### config.mk
export PLATFORM = sky130hd
export DESIGN_NAME = ucore_cfg_loader
export DESIGN_NICKNAME = d
export VERILOG_FILES = /design/src/rtl/ucore_cfg_loader.sv
export SDC_FILE = /design/constraint.sdc
export NUM_CORES = 1
export LEC_CHECK = 0
export CAP_MARGIN = 20
export CORE_ASPECT_RATIO = 2
export CORE_MARGIN = 1.5
export CORE_UTILIZATION = 40
export DETAILED_ROUTE_END_ITERATION = 12
export PLACE_DENSITY = 0.68
export RECOVER_POWER = 25
export SYNTH_ARGS = -nofsm -noshare
export SYNTH_HDL_FRONTEND = slang
export SYNTH_SLANG_ARGS = --single-unit
### constraint.sdc
create_clock -name clk -period 8.89 [get_ports clk]
set_input_delay 1.3335 -clock clk [delete_from_list [all_inputs] [get_ports clk]]
set_output_delay 1.3335 -clock clk [all_outputs]
set_load 0.1 [all_outputs]
### src/rtl/ucore_cfg_loader.sv
// Purpose: packs BUS_WIDTH config beats into CFG_WIDTH words and strobes them into the ucore chain head.
// Latency: final-beat handshake at cycle N -> cfg_en/cfg_in at N+1; cfg_done one cycle after the last word.
// Backpressure: in_ready is high only in LOAD; the chain head never stalls, so words go out back-to-back.
module ucore_cfg_loader #(
    parameter int BUS_WIDTH = 32,
    parameter int CFG_WIDTH = 64,
    parameter int CHAIN_LEN = 16
) (
    input  logic                             clk,
    input  logic                             reset,
    input  logic                             start,
    input  logic                             abort,
    input  logic                             in_valid,
    input  logic [BUS_WIDTH-1:0]             in_data,
    output logic                             in_ready,
    output logic                             cfg_en,
    output logic [CFG_WIDTH-1:0]             cfg_in,
    output logic                             cfg_done,
    output logic                             busy,
    output logic [$clog2(CHAIN_LEN+1)-1:0]   word_count
);

    localparam int BEATS = CFG_WIDTH / BUS_WIDTH;
    localparam int BIW   = (BEATS > 1) ? $clog2(BEATS) : 1;
    localparam int WCW   = $clog2(CHAIN_LEN + 1);
    localparam logic [BIW-1:0] LAST_BEAT = BIW'(BEATS - 1);
    localparam logic [WCW-1:0] LAST_WORD = WCW'(CHAIN_LEN - 1);

    typedef enum logic [1:0] {
        IDLE = 2'd0,
        LOAD = 2'd1,
        DONE = 2'd2
    } state_t;

    state_t               state;
    state_t               state_nxt;
    logic [BIW-1:0]       beat_idx;
    logic [CFG_WIDTH-1:0] asm_q;
    logic [CFG_WIDTH-1:0] asm_nxt;
    logic                 beat_hs;
    logic                 word_last_beat;
    logic                 load_start;

    // in_ready depends on state only, so the upstream never sees a combinational path from valid.
    assign in_ready = (state == LOAD);

    // An abort in the same cycle as a beat kills the handshake, so a final beat cannot complete a word.
    assign beat_hs        = in_valid & in_ready & ~abort;
    assign word_last_beat = beat_hs & (beat_idx == LAST_BEAT);
    assign load_start     = (state == IDLE) & start & ~abort;

    // State register.
    always_ff @(posedge clk or posedge reset) begin
        if (reset) begin
            state <= IDLE;
        end else begin
            state <= state_nxt;
        end
    end

    // Next-state decode; abort overrides every transition.
    always_comb begin
        state_nxt = state;
        case (state)
            IDLE:    if (start) state_nxt = LOAD;
            LOAD:    if (word_last_beat && (word_count == LAST_WORD)) state_nxt = DONE;
            DONE:    state_nxt = IDLE;
            default: state_nxt = IDLE;
        endcase
        if (abort) begin
            state_nxt = IDLE;
        end
    end

    // Assembly register with the current beat dropped into its slice.
    always_comb begin
        asm_nxt = asm_q;
        asm_nxt[int'(beat_idx) * BUS_WIDTH +: BUS_WIDTH] = in_data;
    end

    // Registered outputs, beat position and partial-word storage.
    always_ff @(posedge clk or posedge reset) begin
        if (reset) begin
            cfg_en     <= 1'b0;
            cfg_done   <= 1'b0;
            busy       <= 1'b0;
            cfg_in     <= '0;
            word_count <= '0;
            beat_idx   <= '0;
            asm_q      <= '0;
        end else begin
            cfg_en   <= word_last_beat;
            cfg_done <= (state == DONE) & ~abort;
            busy     <= (state_nxt != IDLE);
            if (load_start) begin
                word_count <= '0;
                beat_idx   <= '0;
            end else if (beat_hs) begin
                asm_q <= asm_nxt;
                if (beat_idx == LAST_BEAT) begin
                    beat_idx   <= '0;
                    word_count <= word_count + 1'b1;
                    cfg_in     <= asm_nxt;
                end else begin
                    beat_idx <= beat_idx + 1'b1;
                end
            end
        end
    end

endmodule

-- Word level (Yosys, flattened, before mapping)
Cells that the tools add are included.
- reductions and logical operators: 8
- muxes and demuxes: 11
- equality and inequality tests: 3
- shifts and indexed selects: 2
- $add $sub $neg: 3
- bitwise gates (word level): 8
- operator list (kind ; count):
    bitwise mux 64 bit ; 1
    variable shift 32 x 33 -> 64 bit, first input constant ; 1
    variable part select 32 x 33 -> 64 bit ; 1
    negation 6 -> 33 bit ; 1
    two-way mux 5 bit ; 3
    AND 1 bit ; 6
    two-way mux 2 bit ; 3
    nonzero test 2 bit ; 3
    adder 5 x 1 -> 5 bit, second input constant ; 1
    == test 5 x 4 -> 1 bit, second input constant ; 1
    case mux 2 bit (2 select lines) ; 1
    AND reduction 2 bit ; 2
    two-way mux 1 bit ; 3
    AND reduction 3 bit ; 1
    == test 2 x 1 -> 1 bit, second input constant ; 1
    == test 2 bit, second input constant ; 1
    logical NOT 2 bit ; 1
    inverter 1 bit ; 2
    adder 1 bit, second input constant ; 1
    logical AND 1 bit ; 1
- input bits: 37
- bits in registers: 139
- output and inout bits: 73

-- Logic depth before layout (Yosys ltp)
- depth after elaboration: 9
- gate-level depth with buffers: 5

-- Worst setup path after synthesis
No wires, ideal clock.
- kind: flip-flop to output port
- start point: register state[0]
- end point: output port in_ready
- setup slack: 5.802 ns
- cell stages (with the launch flop): 2
- data arrival time: 1.754 ns
- required time: 7.556 ns
- cell sequence: dfrtp_1 nor2b_1
- longest elaborated chain between the ends: 1
- ends and longest elaborated chain (what ; RTL line ; text):
    from (decl) ; 35 ; state_t state;
    from (signal assigned) ; 57 ; state <= state_nxt;
    == test 2 x 1 -> 1 bit ; 45 ; assign in_ready = (state == LOAD);
    to (decl) ; 15 ; output logic in_ready,
No other way between the ends.

-- Worst setup path in the final report
- start point: input port abort
- end point: register word_count[0]
- longest elaborated chain between the ends: 4
- elaborated cells between the ends (all ways): 7
- classes of those cells: 1 x mux; 3 x bitwise; 3 x reduce/logical
- ends and longest elaborated chain (what ; RTL line ; text):
    from (decl) ; 12 ; input logic abort,
    inverter 1 bit * ; 48, 50 ;
    AND 1 bit (on tied branches) ; 48, 50 ;
    nonzero test 2 bit (no line) ; -- ;
    AND reduction 2 bit (no line) ; -- ;
    to (signal assigned) ; 102 ; word_count <= word_count + 1'b1;
    to (decl) ; 20 ; output logic [$clog2(CHAIN_LEN+1)-1:0] word_count
Mark *: on every way between the ends. The rest lies on a longest branch, timed or not.
A chain may end at the register's enable or synchronous reset.

==> summary.md <==
| Metric | Value |
|---|---|
| Result of the run | complete, but fails checks |
| Failing checks | capacitance limit, slew limit |
| Detailed-route via count | 2364 |
| Wire length per cell | 16.0 microns |
| Grt total ovfl | 0 |
| Hold endpoint | cfg_in[17]$_DFFE_PP0P_ |
| Reg-to-reg startpoint | state[0]$_DFF_PP0_ |
| Pre-antenna DRT Iters | 4 |
| CP arrival | 5500 ps |
| F_max | 189 MHz |
| Hold Startpoint | asm_q[17]$_DFFE_PP0P_ |
| Setup violations, final | 0 |
| Setup repair after global routing missed its margin | no |
| DR DRC count | 0 |
| Period minus WS final | 5280 ps |
| Register area share after synthesis | 65.9% |
| Vert. Die Dim | 146 microns |
| Post-Syn Instances | 247 |
| Simple-gate share of the synthesized area | 2.40% |
| Main combinational cell family by area after synthesis | multiplexers |
| CP endpoint kind | flop |
| Initial Util | 41.4% |
| Skew-Pair Late Insertion Delay | 340 ps |
| Kind of critical path | in -> reg |
| Setup TNS Final | 0 ps |
| Clk sinks | 107 |
| CTS tree | built |
| Register bit total from synthesis | 107 |
| Post-synthesis average cell area | 16.5 sq um |
| CTS clk-pin slew, worst paths | 70 ps |
| Core area | 0.00983 sq mm |
| Post-route clock skew | 4.59 ps |
| Total Routing Usage GR | 15.7% |
| First-pass GRT wire length | 12600 microns |
| Hold Vio Cnt, Final | 0 |
| Area grow syn2layout | 36.9% |
| H-tree Lvls | 3 |
| Initial antenna violation count | 0 |
| Critical path startpoint | abort |
| CTS Hold Buffers Added | 0 |
| Number of global-route vias before repair | 2424 |
| Starting DRT DRC Count | 95 |
| R2r worst-path depth | 5 |
| Post-synthesis mux area share | 26.9% |
| Largest net degree at the start of global routing | 62 |
| Synthesized-area fraction occupied by adder cells | 0.616% |
| Nets@finish | 397 |
| Diodes inserted | 0 |
| Synth cell types | 24 |
| Crit path largest cell delay | 2140 ps |
| Row count | 51 |
| FF-to-FF setup slack | 4660 ps |
| Buffers on Ports | 109 |
| Slew margin rel. | -102% |
| Period utilization | 59.4% |
| Cell family with most CP delay | buffers and inverters |
| Detail Route Antenna Nets | 0 |
| Net count after synthesis | 286 |
| I/O Pins | 110 |
| Crit start category | input port |
| Die Span X | 74.3 microns |
| Critical-path cell list | dlygate4sd3_1 > nor3b_2 > nand3_2 > clkbuf_1 > inv_2 > mux2_2 |
| Hold path depth | 1 |
| CP Depth | 6 |
| Worst slew pin tran | 3030 ps |
| Die area | 0.0108 sq mm |
| Final wirelength | 7920 microns |
| Worst hold path class | reg -> reg |
| Final RePlAce weighted congestion | 0.712 |
| Compound-cell area share of the yosys netlist | 1.82% |
| DP HPWL | 5480 microns |
| Mapped Area | 0.00406 sq mm |
| Root buffer cell | clkbuf_16 |
| Reg2Reg Capture Point | word_count[0]$_DFFE_PP0P_ |
| Resized Gates After CTS | 0 |
| Critical path buffer and inverter count | 3 |
| Req. time, crit path | 9120 ps |
| Post-CTS setup repair buffer count | 0 |
| CP max FO | 53 |
| CTS Buffer Depth | 2 |
| Max Cap Viol | 2 |
| Synth warn | 0 |
| DR vias/cell | 4.78 |
| Crit-path slowest cell | clkbuf_1 |
| Fillcell total | 853 |
| Xor/xnor share of the synthesized area | 0.216% |
| Layout cell share with drive strength beyond 1 | 32.5% |
| Slew Limit Fails | 102 |
| Total CTS buffers | 9 |
## cells in the final DEF (no fill, tap or decap), drive strengths merged
cell type / netlist / final
o21ai: 3 / 3
bufinv: 0 / 1
mux2: 97 / 97
clkdlybuf4s50: 0 / 106
buf: 11 / 1
a21o: 1 / 1
and3: 2 / 2
a21oi: 1 / 1
and2: 1 / 1
o2111a: 1 / 1
inv: 5 / 4
dlygate4sd3: 0 / 3
nor2: 1 / 1
clkinvlp: 0 / 3
ha: 2 / 2
xnor2: 1 / 1
nor2b: 4 / 4
dfrtp: 107 / 107
nor3b: 2 / 2
clkbuf: 0 / 13
o2bb2ai: 1 / 1
a22o: 3 / 3
clkinv: 0 / 1
nand3: 3 / 3
or4b: 1 / 1
## registers in the layout, summed over array words and instances, names as in the netlist
register    cells
asm_q          32
busy            1
cfg_done        1
beat_idx        1
state           2
cfg_in         64
cfg_en          1
word_count      5
## layer usage
layer  part of all wire (%)  vias up  GRT usage [%]
met3                    4.0       13           3.19
met5                      0        -              0
met1                     37     1197           18.1
met4                    2.6        0           8.45
met2                     57       61           26.5
li1                       -     1093              -
## stage by stage
| step | util [%] | setup WS, ps | hold slack [ps] | std cells | cell area [sq um] |
|---|---|---|---|---|---|
| 2_1_floorplan | - | 4740 | 474 | 247 | 4060 |
| 3_3_place_gp | 53.7 | 5390 | 483 | 479 | 5270 |
| 3_5_place_dp | 53.7 | 5320 | 489 | 479 | 5270 |
| 4_1_cts | 56.7 | 5440 | 504 | 495 | 5570 |
| 5_1_grt | 56.6 | 3160 | 517 | 495 | 5560 |
| 6_report | 56.6 | 3610 | 501 | 495 | 5560 |
## cells in the mapped netlist
library cell | number | area share [%]
dfrtp_1 | 107 | 66
a21oi_1 | 1 | 0.12
and2_1 | 1 | 0.15
nor2_1 | 1 | 0.092
buf_4 | 1 | 0.18
nor2b_1 | 4 | 0.62
xnor2_1 | 1 | 0.22
nand3_2 | 1 | 0.25
and3_1 | 2 | 0.31
o2bb2ai_1 | 1 | 0.22
nor3b_2 | 1 | 0.31
inv_2 | 1 | 0.092
a21o_1 | 1 | 0.18
inv_1 | 4 | 0.37
mux2_2 | 97 | 27
buf_6 | 2 | 0.55
o21ai_0 | 3 | 0.37
a22o_1 | 3 | 0.65
nand3_1 | 2 | 0.25
nor3b_1 | 1 | 0.18
o2111a_1 | 1 | 0.28
buf_2 | 8 | 0.99
ha_1 | 2 | 0.62
or4b_2 | 1 | 0.25
## cell type report
class | count | area, sq um | share of cell area (%)
flip-flops and latches | 107 | 2680 | 48.1
well taps | 132 | 165 | 2.97
repair buffers | 111 | 1100 | 19.8
clock buffers | 12 | 246 | 4.43
multi-input cells | 124 | 1300 | 23.4
inverters | 5 | 20.0 | 0.360
clock inverters | 4 | 50.0 | 0.899
## cell families (layout without fill, tap and decap cells)
logic type               after synthesis  count (layout)
flip-flops                           107             107
XOR/XNOR                               1               1
adder cells (fa/ha/maj)                2               2
AO/OA/AOI/OAI                         10              10
multiplexers                          97              97
AND/OR/NAND/NOR                       14              14
buffers and inverters                 16             132
## worst max path at each step
stage / end
6_report: word_count[0]$_DFFE_PP0P_
5_1_grt: word_count[0]$_DFFE_PP0P_
4_1_cts: in_ready
3_5_place_dp: asm_q[5]$_DFFE_PP0P_
3_3_place_gp: asm_q[25]$_DFFE_PP0P_
2_1_floorplan: asm_q[0]$_DFFE_PP0P_
## worst register-to-register path: cells and delay by family (launching register included)
| kind | cells | cell delay [ps] |
|---|---|---|
| buf+inv | 2 | 2870 |
| flops | 1 | 440 |
| mux | 1 | 530 |
| simple gates | 2 | 280 |
Power is not shown: default switching activity piles up to over one toggle a cycle in this logic, so the estimate is an artifact.
